$ cat src/rtl/countdown_timer.sv
// Programmable down-counting timer: prescaled ticks, one-shot or periodic reload,
// single-cycle expiry pulse and busy/done status.
//
// state | meaning
// IDLE  | stopped; count holds its last value, load writes count directly
// RUN   | counting down one step per prescaled tick
// DONE  | one-shot finished (or started with N==0), count is 0 unless reloaded

module countdown_timer #(
  parameter int BITS     = 8,
  parameter int PRE_BITS = 4
) (
  input  logic                clock,
  input  logic                reset_n,
  input  logic                load,
  input  logic [BITS-1:0]     load_value,
  input  logic [PRE_BITS-1:0] prescale,
  input  logic                periodic,
  input  logic                start,
  input  logic                stop,
  output logic [BITS-1:0]     count,
  output logic                busy,
  output logic                done,
  output logic                expired
);

  typedef enum logic [1:0] {
    IDLE = 2'd0,
    RUN  = 2'd1,
    DONE = 2'd2
  } state_t;

  state_t              state, state_nxt;
  logic [BITS-1:0]     count_nxt;
  logic [BITS-1:0]     reload_reg, reload_nxt;
  logic [BITS-1:0]     start_value;
  logic [PRE_BITS-1:0] pre_cnt, pre_cnt_nxt;
  logic [PRE_BITS-1:0] pre_lat, pre_lat_nxt;
  logic                per_lat, per_lat_nxt;
  logic                expired_nxt;
  logic                tick;

  // A load on the same edge as start must feed the new value straight into the count.
  assign start_value = load ? load_value : reload_reg;
  assign tick        = (pre_cnt == pre_lat);

  always_ff @(posedge clock or negedge reset_n) begin
    if (!reset_n) begin
      state      <= IDLE;
      count      <= '0;
      reload_reg <= '0;
      pre_cnt    <= '0;
      pre_lat    <= '0;
      per_lat    <= 1'b0;
      expired    <= 1'b0;
    end else begin
      state      <= state_nxt;
      count      <= count_nxt;
      reload_reg <= reload_nxt;
      pre_cnt    <= pre_cnt_nxt;
      pre_lat    <= pre_lat_nxt;
      per_lat    <= per_lat_nxt;
      expired    <= expired_nxt;
    end
  end

  always_comb begin
    state_nxt   = state;
    count_nxt   = count;
    reload_nxt  = load ? load_value : reload_reg;
    pre_cnt_nxt = pre_cnt;
    pre_lat_nxt = pre_lat;
    per_lat_nxt = per_lat;
    expired_nxt = 1'b0;

    if (load && state != RUN) begin
      count_nxt = load_value;
    end

    if (stop) begin
      if (state != IDLE) begin
        state_nxt   = IDLE;
        pre_cnt_nxt = '0;
      end
    end else if (start) begin
      count_nxt   = start_value;
      pre_cnt_nxt = '0;
      pre_lat_nxt = prescale;
      per_lat_nxt = periodic;
      if (start_value == '0) begin
        state_nxt   = DONE;
        expired_nxt = 1'b1;
      end else begin
        state_nxt = RUN;
      end
    end else if (state == RUN) begin
      if (tick) begin
        pre_cnt_nxt = '0;
        if (count > BITS'(1)) begin
          count_nxt = count - BITS'(1);
        end else begin
          // Final tick: periodic reloads from the register without ever showing 0.
          expired_nxt = 1'b1;
          if (per_lat) begin
            count_nxt = reload_reg;
          end else begin
            count_nxt = '0;
            state_nxt = DONE;
          end
        end
      end else begin
        pre_cnt_nxt = pre_cnt + PRE_BITS'(1);
      end
    end
  end

  assign busy = (state == RUN);
  assign done = (state == DONE);

endmodule

$ cat config.mk
export PLATFORM = sky130hd
export DESIGN_NAME = countdown_timer
export DESIGN_NICKNAME = d
export VERILOG_FILES = /design/src/rtl/countdown_timer.sv
export SDC_FILE = /design/constraint.sdc
export NUM_CORES = 1
export LEC_CHECK = 0
export CORE_MARGIN = 4
export CORE_UTILIZATION = 55
export CTS_BUF_LIST = sky130_fd_sc_hd__clkbuf_4 sky130_fd_sc_hd__clkbuf_8 sky130_fd_sc_hd__clkbuf_16
export DETAILED_ROUTE_END_ITERATION = 10
export DONT_BUFFER_PORTS = 1
export PLACE_DENSITY = 0.74
export SLEW_MARGIN = 30
export SYNTH_ARGS = -nofsm -noshare
export SYNTH_HDL_FRONTEND = slang
export SYNTH_SLANG_ARGS = --single-unit
$ cat constraint.sdc
create_clock -name clock -period 2.02 [get_ports clock]
set_input_delay 0.202 -clock clock [delete_from_list [all_inputs] [get_ports clock]]
set_output_delay 0.202 -clock clock [all_outputs]
set_load 0.01 [all_outputs]
==> impl_results.md <==
* Most used standard cell by instance count after synthesis: sky130_fd_sc_hd__dfrtp_1
* Number of flip-flops and latches in the synthesized netlist at 28
* Cell family with most CP delay: simple AND/OR/NAND/NOR gates
* Critical Path, Cell by Cell: or4_4, nor4_4, buf_4, nor2_1, a311oi_1, o21ai_1
* Internal power at ~1100 uW
* Post-synthesis area per instance at around 9.5 sq um
* Share of synthesized area occupied by flip-flops and latches at 40.4%
* Overall die height at between 60 and 70 um
* Post-synthesis cell area at approximately 1700 sq um
* GRT Overall Usage at between 20% and 30%
* Average vias per placed instance at 6.18
* Number of flops mapped to enable cells by yosys at 0
* Synth top area cells: sky130_fd_sc_hd__dfrtp_1 40%, sky130_fd_sc_hd__mux2_2 9.7%, sky130_fd_sc_hd__nand2_1 4.5%
* Post-detailed-routing wire length at between 4 and 5 mm
* Switching share of total power at 37.9%
* Total Power at 1810 uW
* Hold path startpoint: stop
* Antenna violation net count after detailed routing at 0
* Post-placement cell area at 1870 sq um
* Total number of nets in the final design at between 200 and 250
* Final worst setup slack at slightly below 0.05 ns
* Unique masters post-synth at 48
* Share of post-route cells with drive strength above 1 at a little over a fifth
* Core region area at 3030 sq um
* Worst rel slew slack at 71.9%
* Data required time at the worst endpoint at 2.24 ns
* Final estimated routing congestion in global placement at ~1.0
* Share of total power in the clock network at ~16%
* Clock tree from TritonCTS: yes
* Worst-path clk slew at ~0.16 ns
* Number of antenna violations at the first check in global routing at 0
* Global route total overflow at 0
* Post-Place Cells at about 230
* Worst Setup Slack post-DPL at around 0.059 ns
* Maximum level of the CTS H-tree at 1
* Crit path buf inv count at 1
* Number of failing hold endpoints at the final stage at 0
* # rows at 20
* IR Drop Worst-Case VDD at a little under 0.5 mV
* Actual slew at the worst max-slew pin at around 0.42 ns
* Delay of the slowest cell on the worst path at 0.58 ns
* Chip Width at ~64 um
* Max FO, Critical Path at 7
* Via count of the first global-routing pass at ~1500
* Highest signal layer in the routed design: met4
* DR WL met3 at roughly 260 um
* Reg-to-reg startpoint: count[6]
* Slowest cell on the critical path: sky130_fd_sc_hd__or4_4
* HPWL after detailed placement at 3.49 mm
* Number of iterations in the first detailed-routing pass at 4
* Number of warnings reported in the yosys synthesis log at 0
* Top-level I/O count at 29
* Top cell type by total area after synthesis: sky130_fd_sc_hd__dfrtp_1
* Status: finished, final reports clean
* Cell at the root of the clock tree: sky130_fd_sc_hd__clkbuf_4
* Input/output buffers at 0
* Final setup violating endpoints at 0
* FF-to-FF path depth at 6
* Number of max-cap violations at 0
* Crit path launch type: flip-flop
* Async S/R FF share, synth at 100%
* Share of the clock period used by the worst path at a little over nine tenths
* Pin count of the biggest net entering global routing at 29
* Hold Crit Depth at 2
* Worst R2R Setup Slack at around 0.050 ns
* Iteration-0 DRC Markers at 104
* Signed area change from the synthesized netlist to the final layout at 15.9%
* Wire length of the first global-routing pass at slightly below 8 mm
* Diodes inserted at 0
* Arrival time reported for the critical path endpoint at 2.19 ns
* Worst clock skew at 0.00530 ns
* Total power per unit cell area at approximately 900 nW/um^2
* Number of instances in the synthesized netlist at between 150 and 200
* Part of the power in combinational logic at ~42%
* Number of buffers inserted during clock tree synthesis at 3
* Hold crit path type: in2reg
* Highest achievable clock rate at slightly above 500 MHz
* Die Area at roughly 4000 sq um
* Layout Cell Area excl Fill at 2010 sq um
* Top cells by count, synth: 28 x sky130_fd_sc_hd__dfrtp_1, 21 x sky130_fd_sc_hd__nand2_1, 15 x sky130_fd_sc_hd__mux2_2
* Starting utilization of the core area at between 50% and 60%
* Power share of the sequential group at 42.3%
* Count of non-filler cells in the finished layout at between 200 and 250
* Top flip-flop cell by instance count after synthesis: sky130_fd_sc_hd__dfrtp_1
* Static leakage power at roughly 0.00086 uW
* Post-CTS Setup Repair Bufs at 0
* Pins over their slew limit at 0
* Endpoint class of the critical path: flip-flop
* Vias post-DR at ~1500
* Met2 wirelength from detailed routing at ~2.4 mm
* Switching power at between 600 and 700 uW
* Crit path kind: reg2reg
* Worst-Skew Late Latency at between 0.3 and 0.4 ns
* Setup TNS after final layout at 0 ns
* Routed wire per std cell at roughly 19 um
* Endpoint of the most critical register-to-register path: count[4]
* Clock sink count at 28
* Worst-case hold path end point: count[1]
* Synthesized Nets at around 200
* Clock period minus worst slack at just under 2 ns
* Drc violations at 0
* Yosys top cell area share at about two fifths
* CTS max path bufs at 2
* Post-Route M1 WL at 1.90 mm
[cell usage in the layout (no fill, tap or decap), types with 3 or more instances in the layout]
cell / instances
sky130_fd_sc_hd__mux2_2: 15
sky130_fd_sc_hd__nand3_1: 9
sky130_fd_sc_hd__o31ai_1: 4
sky130_fd_sc_hd__a22o_1: 3
sky130_fd_sc_hd__a21oi_1: 4
sky130_fd_sc_hd__inv_1: 7
sky130_fd_sc_hd__a22oi_1: 4
sky130_fd_sc_hd__a311oi_1: 4
sky130_fd_sc_hd__nor3_1: 4
sky130_fd_sc_hd__nand2b_1: 3
sky130_fd_sc_hd__buf_4: 16
sky130_fd_sc_hd__o21ai_0: 7
sky130_fd_sc_hd__dlygate4sd3_1: 8
sky130_fd_sc_hd__nor2_1: 12
sky130_fd_sc_hd__xnor2_1: 8
sky130_fd_sc_hd__clkbuf_4: 3
sky130_fd_sc_hd__dfrtp_1: 27
sky130_fd_sc_hd__ha_1: 3
sky130_fd_sc_hd__nand2_1: 21
[power groups by stage]
stage	Clock [uW]	Sequential [uW]	Combinational, uW
floorplan	0	772	478
global placement	0	766	688
detailed placement	0	773	717
CTS	282	760	748
global route	310	778	836
finish	283	764	760
[cell families (layout without fill, tap and decap cells)]
logic type,after synthesis,after routing,synth area share [%]
AOI/OAI and AO/OA,42,42,17.2
DFF,28,28,40.4
buffers and inverters,16,36,4.04
muxes,17,17,10.9
adders and majority gates,3,3,2.16
and+or+nand+nor,68,68,20.8
xor gates and xnor gates,9,9,4.54
[layout make-up]
| type | instances | area [sq um] |
|---|---|---|
| Sequential cell | 28 | 702 |
| Fill cell | 260 | 1020 |
| Timing Repair Buffer | 25 | 220 |
| Multi-Input combinational cell | 139 | 972 |
| Clock buffer | 4 | 36.3 |
| Tap cell | 44 | 55.1 |
| Inverter | 7 | 26.3 |
[layer usage]
metal | vias up | GRT usage (%)
met4 | 0 | 5.54
met3 | 6 | 4.75
met1 | 752 | 29.4
li1 | 712 | -
met2 | 56 | 42.5
met5 | - | 0
[stage by stage]
stage	hold slack [ns]	utilization, %
6_report	0.00801	66.4
5_1_grt	0.0120	66.4
2_1_floorplan	-0.0936	-
3_3_place_gp	-0.0929	61.7
3_5_place_dp	-0.0930	61.7
4_1_cts	0.00270	65.5
[worst max-delay path by stage]
stage	cells after the start	start	end	slack, ns
floorplan	6	count[6]	count[1]	0.14
global placement	7	count[0]	state[1]	0.11
detailed placement	7	count[0]	state[1]	0.06
CTS	7	count[0]	state[1]	0.02
global route	7	count[0]	state[1]	-0.01
finish	6	count[6]	count[4]	0.05
[what timing repair did]
| item | CTS | global route |
|---|---|---|
| endpoints found under the setup margin | 0 | 5 |
| hold endpoints to repair | 33 | 2 |
| hold buffers | 7 | 2 |
| resized for setup | 0 | 4 |
No activity file was read; power rests on OpenSTA's default activity.
